<file path="src/rtl/mem_arbiter.sv">
// Round-robin arbiter sharing one single-port memory between the instruction-fetch
// port and the load/store port; faulting accesses are caught before they reach memory.
module mem_arbiter #(
    parameter int unsigned MEM_BYTES = 32'd65536
) (
    input  logic        CLK,
    input  logic        RST_N,
    input  logic        i_req,
    input  logic [31:0] i_addr,
    output logic        i_ack,
    output logic [31:0] i_rdata,
    output logic        i_err,
    input  logic        d_req,
    input  logic        d_wr,
    input  logic [2:0]  d_size,
    input  logic [31:0] d_addr,
    input  logic [31:0] d_wdata,
    output logic        d_ack,
    output logic [31:0] d_rdata,
    output logic        d_err,
    output logic        mem_en,
    output logic        mem_wr,
    output logic [2:0]  mem_size,
    output logic [31:0] mem_addr,
    output logic [31:0] mem_wdata,
    input  logic [31:0] mem_rdata,
    input  logic        mem_exception,
    output logic        busy
);

    localparam logic [1:0]  ST_IDLE   = 2'd0;
    localparam logic [1:0]  ST_ACCESS = 2'd1;
    localparam logic [1:0]  ST_RESP   = 2'd2;
    localparam logic        GNT_I     = 1'b0;
    localparam logic        GNT_D     = 1'b1;
    localparam logic [2:0]  SZ_WORD   = 3'b010;
    localparam logic [32:0] MEM_LIMIT = 33'(MEM_BYTES);

    // Size/alignment legality; undefined size codes always fault.
    function automatic logic size_fault(input logic [2:0] size, input logic [1:0] lsb);
        logic flt;
        case (size)
            3'b000, 3'b100: flt = 1'b0;
            3'b001, 3'b101: flt = lsb[0];
            3'b010:         flt = |lsb;
            default:        flt = 1'b1;
        endcase
        return flt;
    endfunction

    function automatic logic range_fault(input logic [31:0] addr);
        return ({1'b0, addr} >= MEM_LIMIT);
    endfunction

    logic [1:0]  state_r;
    logic [1:0]  state_nxt_s;
    logic        grant_r;
    logic        last_grant_r;
    logic        wr_lat_r;
    logic        fault_r;
    logic        mem_en_r;
    logic        mem_wr_r;
    logic [2:0]  mem_size_r;
    logic [31:0] mem_addr_r;
    logic [31:0] mem_wdata_r;
    logic        i_ack_r;
    logic        i_err_r;
    logic        d_ack_r;
    logic        d_err_r;

    logic        cand_i_s;
    logic        cand_d_s;
    logic        pick_d_s;
    logic        latch_s;
    logic [31:0] sel_addr_s;
    logic [2:0]  sel_size_s;
    logic        sel_wr_s;
    logic [31:0] sel_wdata_s;
    logic        sel_fault_s;
    logic        acc_fault_s;

    // Arbitration and selection of the winning request's attributes.
    always_comb begin
        cand_i_s = i_req;
        cand_d_s = d_req;
        // The requester being acknowledged still shows its old req this cycle.
        if (state_r == ST_RESP) begin
            if (grant_r == GNT_D) begin
                cand_d_s = 1'b0;
            end else begin
                cand_i_s = 1'b0;
            end
        end else begin
            cand_i_s = i_req;
            cand_d_s = d_req;
        end

        if (cand_i_s && cand_d_s) begin
            pick_d_s = (last_grant_r == GNT_I);
        end else begin
            pick_d_s = cand_d_s;
        end

        if ((state_r == ST_IDLE) || (state_r == ST_RESP)) begin
            latch_s = cand_i_s | cand_d_s;
        end else begin
            latch_s = 1'b0;
        end

        if (pick_d_s) begin
            sel_addr_s  = d_addr;
            sel_size_s  = d_size;
            sel_wr_s    = d_wr;
            sel_wdata_s = d_wdata;
        end else begin
            sel_addr_s  = i_addr;
            sel_size_s  = SZ_WORD;
            sel_wr_s    = 1'b0;
            sel_wdata_s = 32'd0;
        end

        sel_fault_s = size_fault(sel_size_s, sel_addr_s[1:0]) | range_fault(sel_addr_s);
        acc_fault_s = fault_r | (mem_en_r & mem_exception);
    end

    // Next-state decode for IDLE -> ACCESS -> RESP -> (ACCESS | IDLE).
    always_comb begin
        case (state_r)
            ST_IDLE:   state_nxt_s = latch_s ? ST_ACCESS : ST_IDLE;
            ST_ACCESS: state_nxt_s = ST_RESP;
            ST_RESP:   state_nxt_s = latch_s ? ST_ACCESS : ST_IDLE;
            default:   state_nxt_s = ST_IDLE;
        endcase
    end

    // State register.
    always_ff @(posedge CLK or negedge RST_N) begin
        if (!RST_N) begin
            state_r <= ST_IDLE;
        end else begin
            state_r <= state_nxt_s;
        end
    end

    // Request latch: address/size stay put from ACCESS through RESP.
    always_ff @(posedge CLK or negedge RST_N) begin
        if (!RST_N) begin
            grant_r      <= GNT_I;
            last_grant_r <= GNT_I;
            wr_lat_r     <= 1'b0;
            fault_r      <= 1'b0;
            mem_size_r   <= 3'd0;
            mem_addr_r   <= 32'd0;
            mem_wdata_r  <= 32'd0;
        end else if (latch_s) begin
            grant_r      <= pick_d_s;
            last_grant_r <= pick_d_s;
            wr_lat_r     <= sel_wr_s;
            fault_r      <= sel_fault_s;
            mem_size_r   <= sel_size_s;
            mem_addr_r   <= sel_addr_s;
            mem_wdata_r  <= sel_wdata_s;
        end else if (state_r == ST_ACCESS) begin
            fault_r      <= acc_fault_s;
        end else begin
            fault_r      <= fault_r;
        end
    end

    // Memory strobes are live only for the single ACCESS cycle of a clean request.
    always_ff @(posedge CLK or negedge RST_N) begin
        if (!RST_N) begin
            mem_en_r <= 1'b0;
            mem_wr_r <= 1'b0;
        end else begin
            mem_en_r <= latch_s & ~sel_fault_s;
            mem_wr_r <= latch_s & sel_wr_s & ~sel_fault_s;
        end
    end

    // Response pulses, launched at the end of ACCESS so they land in RESP.
    always_ff @(posedge CLK or negedge RST_N) begin
        if (!RST_N) begin
            i_ack_r <= 1'b0;
            i_err_r <= 1'b0;
            d_ack_r <= 1'b0;
            d_err_r <= 1'b0;
        end else if (state_r == ST_ACCESS) begin
            i_ack_r <= (grant_r == GNT_I);
            i_err_r <= (grant_r == GNT_I) & acc_fault_s;
            d_ack_r <= (grant_r == GNT_D);
            d_err_r <= (grant_r == GNT_D) & acc_fault_s;
        end else begin
            i_ack_r <= 1'b0;
            i_err_r <= 1'b0;
            d_ack_r <= 1'b0;
            d_err_r <= 1'b0;
        end
    end

    // Read data arrives from the memory's own output register during RESP.
    assign i_rdata   = (i_ack_r && !i_err_r) ? mem_rdata : 32'd0;
    assign d_rdata   = (d_ack_r && !d_err_r && !wr_lat_r) ? mem_rdata : 32'd0;
    assign i_ack     = i_ack_r;
    assign i_err     = i_err_r;
    assign d_ack     = d_ack_r;
    assign d_err     = d_err_r;
    assign mem_en    = mem_en_r;
    assign mem_wr    = mem_wr_r;
    assign mem_size  = mem_size_r;
    assign mem_addr  = mem_addr_r;
    assign mem_wdata = mem_wdata_r;
    assign busy      = (state_r != ST_IDLE);

endmodule

</file>
<file path="config.mk">
export PLATFORM = sky130hd
export DESIGN_NAME = mem_arbiter
export DESIGN_NICKNAME = d
export VERILOG_FILES = /design/src/rtl/mem_arbiter.sv
export SDC_FILE = /design/constraint.sdc
export NUM_CORES = 1
export LEC_CHECK = 0
export BUFFER_PORTS_ARGS = -buffer_cell sky130_fd_sc_hd__buf_4
export CAP_MARGIN = 20
export CORE_AREA = 2 2 108 110
export CTS_BUF_LIST = sky130_fd_sc_hd__clkbuf_4 sky130_fd_sc_hd__clkbuf_8
export CTS_CLUSTER_DIAMETER = 50
export DETAILED_ROUTE_END_ITERATION = 7
export DIE_AREA = 0 0 110 112
export GPL_ROUTABILITY_DRIVEN = 0
export GPL_TIMING_DRIVEN = 0
export PLACE_DENSITY_LB_ADDON = 0.05
export SYNTH_ARGS = -nofsm -noshare
export SYNTH_HDL_FRONTEND = slang
export SYNTH_SLANG_ARGS = --single-unit
</file>
<file path="constraint.sdc">
create_clock -name CLK -period 1.75 [get_ports CLK]
set_input_delay 0.2625 -clock CLK [delete_from_list [all_inputs] [get_ports CLK]]
set_output_delay 0.2625 -clock CLK [all_outputs]
set_load 0.02 [all_outputs]
</file>
==> results of run 1 <==
## worst max-delay path: stages (launching register included)
cell and delay (ns):
dfrtp_1 0.42, nor3b_4 0.21, buf_6 0.17, buf_8 0.13
and2_1 0.14, buf_6 0.12
## through the flow
| stage | cell area (µm²) | utilization, % |
|---|---|---|
| final | 6610 | 59.15 |
| after global routing | 6610 | 59.15 |
| after CTS | 6504 | 58.20 |
| after detailed placement | 6057 | 54.20 |
| after global placement | 6057 | 54.20 |
| after floorplan | 3829 | - |
## path summary, 6_finish.rpt
path                                          start                        end  slack, ns  depth (start not counted)
max reg2reg                    state_r[1]$_DFF_PN0_  mem_wdata[17]$_DFFE_PN0P_       0.10                          5
min                                      d_wdata[7]   mem_wdata[7]$_DFFE_PN0P_       0.11                          2
max                                 d_err$_DFF_PN0_                 d_rdata[1]      -0.06                          5
max in group asynchronous                     RST_N  mem_wdata[14]$_DFFE_PN0P_       0.93                          3
min reg2reg                mem_wdata[6]$_DFFE_PN0P_   mem_wdata[6]$_DFFE_PN0P_       0.51                          1
min in group asynchronous                     RST_N   mem_wdata[4]$_DFFE_PN0P_       0.24                          2
## flip-flops by register name, indices dropped and copies added (netlist names)
name          count
mem_en            1
d_ack             1
last_grant_r      1
d_err             1
mem_addr         32
wr_lat_r          1
i_err             1
mem_wdata        32
mem_wr            1
state_r           2
i_ack             1
mem_size          3
fault_r           1
## layout by cell type (no fill, tap or decap), types with 8 or more instances in the layout
cell        n
nand3_1    35
a21oi_1    34
buf_6      35
and2_1     46
and2_4     19
buf_4     248
a31oi_1    32
clkbuf_8   10
clkbuf_2   10
a22o_1     35
o21ai_0    33
dfrtp_1    78
nor4_1      8
## per-layer routing
| layer | vias to the layer above | part of all wire (%) | GRT usage (%) |
|---|---|---|---|
| met5 | - | 0 | 0 |
| met3 | 35 | 9.3 | 6.440 |
| li1 | 2003 | - | - |
| met2 | 201 | 49 | 38.24 |
| met4 | 0 | 2.8 | 9.367 |
| met1 | 1983 | 39 | 27.50 |
## layout make-up
type / instances / area (µm²)
Tap cell: 143 / 178.9
Clock inverter: 7 / 77.57
Multi-Input combinational cell: 270 / 1778
Timing Repair Buffer: 278 / 2241
Sequential cell: 78 / 1952
Buffer: 36 / 237.7
Clock buffer: 9 / 123.9
Fill cell: 1018 / 4564
Inverter: 5 / 21.27
## cells by family after synthesis
group           Yosys count  share of synthesized area [%]
compound gates          146                          24.97
buf+inv                  41                          4.869
flops                    78                          50.98
simple gates            124                          19.18
## timing repair
| action | CTS | global route |
|---|---|---|
| pin swaps | 10 | 2 |
| hold buffers | 0 | 1 |
| gates cloned | 1 | 0 |
| buffers inserted | 2 | 0 |
| endpoints found under the hold margin | 0 | 19 |
| resized for setup | 66 | 42 |
| setup endpoints to repair | 122 | 102 |
## cells in the mapped netlist, drive strengths merged, types with 2 or more instances
master / number / share of area (%)
a22o: 35 / 8.0
clkbuf: 24 / 2.4
o21ai: 35 / 4.8
nor2b: 4 / 0.72
and2: 65 / 11
and3: 2 / 0.46
o21a: 2 / 0.39
inv: 5 / 0.49
buf: 12 / 2.0
nor4: 8 / 1.3
or2: 2 / 0.33
nor2: 2 / 0.20
a21oi: 34 / 4.4
nand3: 35 / 4.6
nor3: 2 / 0.26
dfrtp: 78 / 51
a31oi: 33 / 5.8
## power by group through the flow
stage	sequential [mW]	clock, mW	combinational (mW)
final	3.02	1.43	6.13
after global routing	3.11	1.54	6.57
after CTS	3.01	1.46	6.05
after detailed placement	3.02	0	5.74
after global placement	3.01	0	5.71
after floorplan	3.86	0	2.33
==> results.md, run 1 <==
- Outcome: finished with violations
- Failing checks: negative setup slack
- Pin count of the biggest net entering global routing: 79
- Worst EP arrival: 1.55 ns
- Port bufs: 273
- CTS tree: yes
- CP endpoint kind: output pin
- CTS clk-pin slew, worst paths: 0.09 ns
- Netlist area before placement: 3829 µm²
- Core area: around 11000 µm²
- Via/cell ratio: 5.111
- Worst vdd ir: between 800 and 900 µV
- Vias in the first global route: 4201
- Hold Slack: 0.1057 ns
- H-tree levels: 3
- Combinational Power Share: 58.0%
- Die Ht: 112 µm
- Final hold vios: 0
- # placed instances: between 800 and 900
- Iteration-0 DRC Markers: 235
- Leakage: 3.272 nW
- Synth Instances: 389
- Measured slew at the worst slew-check pin: approximately 0.45 ns
- Final critical-path required period: 1.814 ns
- Mean area per synthesized cell: 9.842 µm²
- Crit path kind: flip-flop to output pin
- Routed WL: 14.51 mm
- Setup_tns: -1.436 ns
- Num rows: 39
- Die Area: roughly 12000 µm²
- Layout Nets: between 800 and 900
- Net Count, Synth: 526
- Max FO, Critical Path: 10
- CTS Sinks: 78
- Fmax: 0.5513 GHz
- Post-synthesis sequential area ratio: 50.98%
- Final Cycle Share: 103.7%
- Sequential share of power: about 28%
- IO Pins: 275
- CTS max path bufs: 2
- Internal Power: 6.003 mW
- Clock Latency Late Sink: around 0.37 ns
- TritonCTS Buffers: 9
- Fraction of synthesis flops using an asynchronous set or reset pin: between 90% and 100%
- Die X: 110 µm
- Hold Path Class: input port to flip-flop
- All-layer global routing usage: a little under a quarter
- ANT cells: 0
- First-pass GRT wire length: 21.91 mm
- Clk pwr share: about 14%
- Area grow syn2layout: 72.65%
- WL per Instance: 17.56 µm
- Overflow after GRT: 0
- Worst setup SP type: flip-flop
- Cell variety after synth: 35
- Unrepaired setup endpoints after global routing: yes
- Power, Total: 10.57 mW
- Dpl ws: -0.2729 ns
- Worst Skew: 0.01151 ns
- Initial antenna violation count: 0
- DP HPWL: ~11 mm
- Final Setup Violations: 30
- Final Max Slew Viols: 0
- PwrDens: 1599 nW/µm²
- Vias post-DR: 4222
- DRC viols: 0
- Post-synth EDFFs: 0
- Finished Layout Cells: 826
- DRT Pass-1 Iters: 4
- Root Buffer Master: clkbuf_8
- Fin worst setup slack: -0.06395 ns
- Slew margin rel.: 69.87%
- Dominant synthesized flop cell: dfrtp_1
- Max-cap viol count: 0
- Post-DRT Antenna Nets: 0
- Initial Utilization: 34.26%
- Layout cells sized above 1: between 50% and 60%
- Sw Pwr: 4.566 mW
- #FFs+latches synth: 78
- Crit path required time: 1.49 ns
- Switching share of total power: 43.20%
- Yosys warnings: 0
Power figures use the tool's default switching activity.
==> run 2: changes to the inputs <==
--- a/config.mk
+++ b/config.mk
@@ -7,11 +7,11 @@
 export LEC_CHECK = 0
 export BUFFER_PORTS_ARGS = -buffer_cell sky130_fd_sc_hd__buf_4
 export CAP_MARGIN = 20
-export CORE_AREA = 2 2 108 110
-export CTS_BUF_LIST = sky130_fd_sc_hd__clkbuf_4 sky130_fd_sc_hd__clkbuf_8
+export CORE_AREA = 2 2 106 108
+export CTS_BUF_LIST = sky130_fd_sc_hd__clkbuf_16
 export CTS_CLUSTER_DIAMETER = 50
 export DETAILED_ROUTE_END_ITERATION = 7
-export DIE_AREA = 0 0 110 112
+export DIE_AREA = 0 0 108 110
 export GPL_ROUTABILITY_DRIVEN = 0
 export GPL_TIMING_DRIVEN = 0
 export PLACE_DENSITY_LB_ADDON = 0.05
==> results.md, run 2 (synthesis results as in run 1) <==
- Die X: 108 µm (was 110 µm)
- All-layer global routing usage: 24.23% (was 22.92%)
- Util after Layout: 63.25% (was 59.15%)
- Initial antenna violation count: 0 (unchanged)
- CP endpoint kind: output pin (unchanged)
- Core area: 10700 µm² (was 11170 µm²)
- Vias post-DR: 4293 (was 4222)
- Max FO, Critical Path: 8 (was 10)
- DRC viols: 0 (unchanged)
- Dpl ws: -0.1210 ns (was -0.2729 ns)
- Overflow after GRT: 0 (unchanged)
- ANT cells: 0 (unchanged)
- Initial Utilization: 35.79% (was 34.26%)
- Power, Total: 11.10 mW (was 10.57 mW)
- Worst vdd ir: 748.2 µV (was 834.0 µV)
- CTS max path bufs: 2 (unchanged)
- CTS tree: yes (unchanged)
- Outcome: finished with violations (unchanged)
- Clock Latency Late Sink: 0.34 ns (was 0.37 ns)
- Area grow syn2layout: 76.73% (was 72.65%)
- Worst r2r src: state_r[1]$_DFF_PN0_ (unchanged)
- Iteration-0 DRC Markers: 285 (was 235)
- Fin worst setup slack: -0.02115 ns (was -0.06395 ns)
- Pin count of the biggest net entering global routing: 79 (unchanged)
- Crit. Startpoint: d_err$_DFF_PN0_ (unchanged)
- IO Pins: 275 (unchanged)
- Slew margin rel.: 71.76% (was 69.87%)
- Fin area: 6766 µm² (was 6610 µm²)
- Setup_tns: -0.3338 ns (was -1.436 ns)
- Final Cycle Share: 101.2% (was 103.7%)
- DP HPWL: 11.11 mm (was 11.04 mm)
- Crit path kind: flip-flop to output pin (unchanged)
- Port bufs: 273 (unchanged)
- WL met3: 1.261 mm (was 1.348 mm)
- Crit path required time: 1.49 ns (about the same)
- Placed Area: 6053 µm² (was 6057 µm²)
- PwrDens: 1640 nW/µm² (was 1599 nW/µm²)
- Failing checks: negative setup slack (unchanged)
- CP max stage delay: 0.41 ns (was 0.42 ns)
- Critical path's slowest cell: dfrtp_1 (unchanged)
- H-tree levels: 3 (unchanged)
- Layout cells sized above 1: 53.94% (was 51.98%)
- Critical path cell sequence: nor3b_4, buf_6, buf_8, and2_4, buf_6 (was nor3b_4, buf_6, buf_8, and2_1, buf_6)
- Worst setup SP type: flip-flop (unchanged)
- Post-DRT Antenna Nets: 0 (unchanged)
- TritonCTS Buffers: 9 (unchanged)
- Most common cell after layout, fill and taps aside: buf_4 (unchanged)
- M1 WL: 5.414 mm (was 5.592 mm)
- Worst path most repeated cell: buf_6 (unchanged)
- DR WL met2: 7.918 mm (was 7.161 mm)
- Max-cap viol count: 0 (unchanged)
- Unrepaired setup endpoints after global routing: yes (unchanged)
- Leakage: 3.345 nW (was 3.272 nW)
- Fmax: 0.5646 GHz (was 0.5513 GHz)
- Via/cell ratio: 5.197 (was 5.111)
- Hold Path Class: input port to flip-flop (unchanged)
- Final hold vios: 0 (unchanged)
- Root Buffer Master: clkbuf_16 (was clkbuf_8)
- Layout Nets: 818 (was 815)
- Final critical-path required period: 1.771 ns (was 1.814 ns)
- Die Ht: 110 µm (was 112 µm)
- CTS Sinks: 78 (unchanged)
- Num rows: 38 (was 39)
- WL per Instance: 17.87 µm (was 17.56 µm)
- Routed WL: 14.76 mm (was 14.51 mm)
- First-pass GRT wire length: 22.36 mm (was 21.91 mm)
- Most frequent cells in the layout: buf_4, dfrtp_1, nand3_1, buf_6, a22o_1 (was buf_4, dfrtp_1, and2_1)
- Worst EP arrival: 1.51 ns (was 1.55 ns)
- Top Metal Used: met4 (unchanged)
- DRT Pass-1 Iters: 4 (unchanged)
- Die Area: 11880 µm² (was 12320 µm²)
- CTS clk-pin slew, worst paths: 0.07 ns (was 0.09 ns)
- Final Setup Violations: 30 (unchanged)
- Hold path startpoint: d_wdata[30] (was d_wdata[7])
- Vias in the first global route: 4178 (was 4201)
- Final Max Slew Viols: 0 (unchanged)
- Worst Skew: 0.009438 ns (was 0.01151 ns)
- Measured slew at the worst slew-check pin: 0.4129 ns (was 0.4520 ns)
==> run 2: changes by cell type in the layout (fill, tap and decap cells not counted), sizes merged <==
cell,previous run,this run
clkbuf,27,31
buf,295,294
bufinv,1,0
clkinvlp,0,1
==> run 2: timing repair <==
action,4_1_cts,5_1_grt
buffers inserted,2,1
cloned,3,0
hold buffers,0,1
setup endpoints to repair,85,108
pin swaps,30,3
hold endpoints to repair,0,29
gates resized for setup,81,43
==> run 2: per-layer routing <==
metal	vias to the layer above	GRT usage, %
met3	12	6.878
li1	2015	-
met4	0	8.333
met2	175	43.35
met5	-	0
met1	2091	27.89
==> run 2: path summary, 6_finish.rpt <==
| check | cells after the start | to | slack (ns) |
|---|---|---|---|
| worst min-delay path | 2 | mem_wdata[30]$_DFFE_PN0P_ | 0.14 |
| worst max-delay path | 5 | d_rdata[9] | -0.02 |
| worst min register to register | 1 | mem_wdata[22]$_DFFE_PN0P_ | 0.51 |
| worst max register to register | 5 | mem_wdata[16]$_DFFE_PN0P_ | 0.09 |
| min in group asynchronous | 2 | mem_wdata[4]$_DFFE_PN0P_ | 0.40 |
| max in group asynchronous | 3 | mem_addr[29]$_DFFE_PN0P_ | 0.76 |
==> run 2: cell type report <==
type	instances	area, µm²
fill	912	3931
timing repair buffer	281	2278
clock inverter	7	75.07
multi-input combinational	270	1808
clock buffer	9	225.2
inverter	5	21.27
sequential	78	1952
tap	140	175.2
buffer	36	231.5
==> run 2: where the power goes <==
part | internal (mW) | total, mW | switching [mW]
Sequential | 2.56 | 3.03 | 0.462
Combinational | 2.83 | 6.23 | 3.40
Clock | 1.01 | 1.85 | 0.836
Total | 6.40 | 11.1 | 4.70
==> run 2: critical path, delay by kind of cell (launching register included) <==
kind | cells | cell delay, ns
AND/OR/NAND/NOR | 2 | 0.33
flip-flops | 1 | 0.41
buffers and inverters | 3 | 0.42
==> run 2: metrics by stage <==
stage,instances,hold WS (ns)
floorplan,389,-0.03309
global placement,802,0.4846
detailed placement,802,0.4863
CTS,823,0.1150
global route,826,0.1327
finish,826,0.1410
==> run 3: changes to the inputs <==
--- a/config.mk
+++ b/config.mk
@@ -9,12 +9,12 @@
 export CAP_MARGIN = 20
 export CORE_AREA = 2 2 106 108
 export CTS_BUF_LIST = sky130_fd_sc_hd__clkbuf_16
-export CTS_CLUSTER_DIAMETER = 50
 export DETAILED_ROUTE_END_ITERATION = 7
 export DIE_AREA = 0 0 108 110
 export GPL_ROUTABILITY_DRIVEN = 0
 export GPL_TIMING_DRIVEN = 0
 export PLACE_DENSITY_LB_ADDON = 0.05
+export REMOVE_ABC_BUFFERS = 1
 export SYNTH_ARGS = -nofsm -noshare
 export SYNTH_HDL_FRONTEND = slang
 export SYNTH_SLANG_ARGS = --single-unit
==> results.md, run 3 (synthesis results as in run 1) <==
- Die Area: 11880 µm² (unchanged)
- Met2 Resource Use GR: 45.82% (was 43.35%)
- PwrDens: 1679 nW/µm² (was 1640 nW/µm²)
- Leakage: 3.248 nW (was 3.345 nW)
- Placed Area: 5959 µm² (was 6053 µm²)
- Final Max Slew Viols: 0 (unchanged)
- All-layer global routing usage: 25.47% (was 24.23%)
- Post-DRT Antenna Nets: 0 (unchanged)
- Worst EP arrival: 1.51 ns (about the same)
- Num rows: 38 (unchanged)
- CTS clk-pin slew, worst paths: 0.07 ns (about the same)
- Crit path kind: flip-flop to output pin (unchanged)
- Critical Path End: d_rdata[28] (was d_rdata[9])
- Final Setup Violations: 5 (was 30)
- M3 GR Usage: 7.584% (was 6.878%)
- ANT cells: 0 (unchanged)
- CTS Sinks: 78 (unchanged)
- Die X: 108 µm (unchanged)
- Port bufs: 274 (was 273)
- Routed WL: 15.88 mm (was 14.76 mm)
- H-tree levels: 3 (unchanged)
- Area grow syn2layout: 74.67% (was 76.73%)
- Most frequent cells in the layout: buf_4, dfrtp_1, and2_1 (was buf_4, dfrtp_1, nand3_1, buf_6, a22o_1)
- DP HPWL: 10.22 mm (was 11.11 mm)
- Core area: 10700 µm² (unchanged)
- Fin worst setup slack: -0.02112 ns (was -0.02115 ns)
- Final Cycle Share: 101.2% (about the same)
- Util after Layout: 62.51% (was 63.25%)
- # placed instances: 770 (was 802)
- DRT Pass-1 Iters: 4 (unchanged)
- Die Ht: 110 µm (unchanged)
- Final critical-path required period: 1.771 ns (about the same)
- Initial Utilization: 35.79% (unchanged)
- Clock Latency Late Sink: 0.34 ns (about the same)
- Most common cell after layout, fill and taps aside: buf_4 (unchanged)
- TritonCTS Buffers: 9 (unchanged)
- Vias post-DR: 4274 (was 4293)
- Setup_tns: -0.03326 ns (was -0.3338 ns)
- Crit. Startpoint: d_err$_DFF_PN0_ (unchanged)
- Initial antenna violation count: 0 (unchanged)
- Slew margin rel.: 33.14% (was 71.76%)
- CTS tree: yes (unchanged)
- Iteration-0 DRC Markers: 173 (was 285)
- Finished Layout Cells: 806 (was 826)
- Worst reg2reg setup slack: 0.09 ns (about the same)
- Fillcell total: 936 (was 912)
- WL per Instance: 19.71 µm (was 17.87 µm)
- IO Pins: 275 (unchanged)
- Hold Path Class: input port to asynchronous set/reset pin (was input port to flip-flop)
- Outcome: finished with violations (unchanged)
- Fmax: 0.5646 GHz (about the same)
- RR Endpoint: mem_en$_DFF_PN0_ (was mem_wdata[16]$_DFFE_PN0P_)
- Failing checks: negative setup slack (unchanged)
- Worst Skew: 0.007464 ns (was 0.009438 ns)
- Overflow after GRT: 0 (unchanged)
- Crit path required time: 1.49 ns (about the same)
- Unrepaired setup endpoints after global routing: yes (unchanged)
- Via/cell ratio: 5.303 (was 5.197)
- Worst setup SP type: flip-flop (unchanged)
- First-pass GRT wire length: 23.28 mm (was 22.36 mm)
- Measured slew at the worst slew-check pin: 1.003 ns (was 0.4129 ns)
- Worst vdd ir: 736.7 µV (was 748.2 µV)
- Max FO, Critical Path: 12 (was 8)
- Root Buffer Master: clkbuf_16 (unchanged)
- Max-cap viol count: 0 (unchanged)
- GR peak layer: met2 (unchanged)
- CP endpoint kind: output pin (unchanged)
- Pin count of the biggest net entering global routing: 79 (unchanged)
- Worst r2r src: state_r[0]$_DFF_PN0_ (was state_r[1]$_DFF_PN0_)
- Final hold vios: 0 (unchanged)
- DRC viols: 0 (unchanged)
- Fin area: 6688 µm² (was 6766 µm²)
- Met1 Use GR: 29.48% (was 27.89%)
- Vias in the first global route: 4191 (was 4178)
- Layout cells sized above 1: 52.55% (was 53.94%)
- Layout Nets: 798 (was 818)
- Number of cells on the worst reg-to-reg path: 5 (unchanged)
- CTS max path bufs: 2 (unchanged)
- Hold Slack: 0.06954 ns (was 0.1410 ns)
- Hold-fix buffers, CTS: 0 (unchanged)
## run 3: changes by cell type in the layout (fill, tap and decap cells not counted), sizes merged
cell / change
bufinv: +1
o21ai: +1
dlygate4sd3: -1
clkbuf: -22
a31oi: +1
and3: +1
clkinvlp: +3
buf: -1
inv: -3
## run 3: power breakdown
group	leakage [nW]	internal [mW]	switching [mW]
Combinational	2.16	2.74	3.54
Sequential	0.947	2.57	0.478
Clock	0.143	1.11	0.789
## run 3: per-layer routing
layer	vias up	wire length, µm
met5	-	0
met4	0	274
met3	22	1430
met2	200	8277
met1	2072	5902
li1	1980	-
## run 3: final cells by class
cell class	count	area (µm²)	share of cell area (%)
Tap cell	140	175.2	2.619
Sequential cell	78	1956	29.24
Clock buffer	9	225.2	3.368
Multi-Input combinational cell	273	1851	27.67
Inverter	5	35.03	0.5239
Timing Repair inverter	1	5.005	0.07484
Clock inverter	7	75.07	1.123
Timing Repair Buffer	293	2366	35.38
## run 3: worst max-delay path, stage by stage (launching register included)
cell     delay (ns)
dfrtp_1        0.40
nor3b_4        0.20
buf_6          0.15
buf_8          0.14
and2_1         0.16
buf_6          0.12
## run 3: worst min-delay path by stage
stage | start | end | cells past startpoint
5_1_grt | d_wdata[6] | mem_wdata[6]$_DFFE_PN0P_ | 2
6_report | RST_N | mem_wdata[23]$_DFFE_PN0P_ | 1
3_5_place_dp | d_wdata[16] | mem_wdata[16]$_DFFE_PN0P_ | 2
4_1_cts | RST_N | mem_wdata[23]$_DFFE_PN0P_ | 1
2_1_floorplan | RST_N | d_ack$_DFF_PN0_ | 0
3_3_place_gp | d_wdata[23] | mem_wdata[23]$_DFFE_PN0P_ | 2
## run 3: stage by stage
step / setup WS (ns) / power (mW)
after floorplan: -0.7536 / 5.969
after global placement: -2.216 / 8.535
after detailed placement: -1.655 / 8.683
after CTS: -0.02991 / 11.05
after global routing: -0.07741 / 11.83
final: -0.02112 / 11.23
## run 3: repair_timing
item	4_1_cts	5_1_grt
pin swaps	5	20
buffers inserted	10	4
gates resized for setup	32	49
endpoints found under the hold margin	0	0
endpoints found under the setup margin	137	37
cloned	4	2
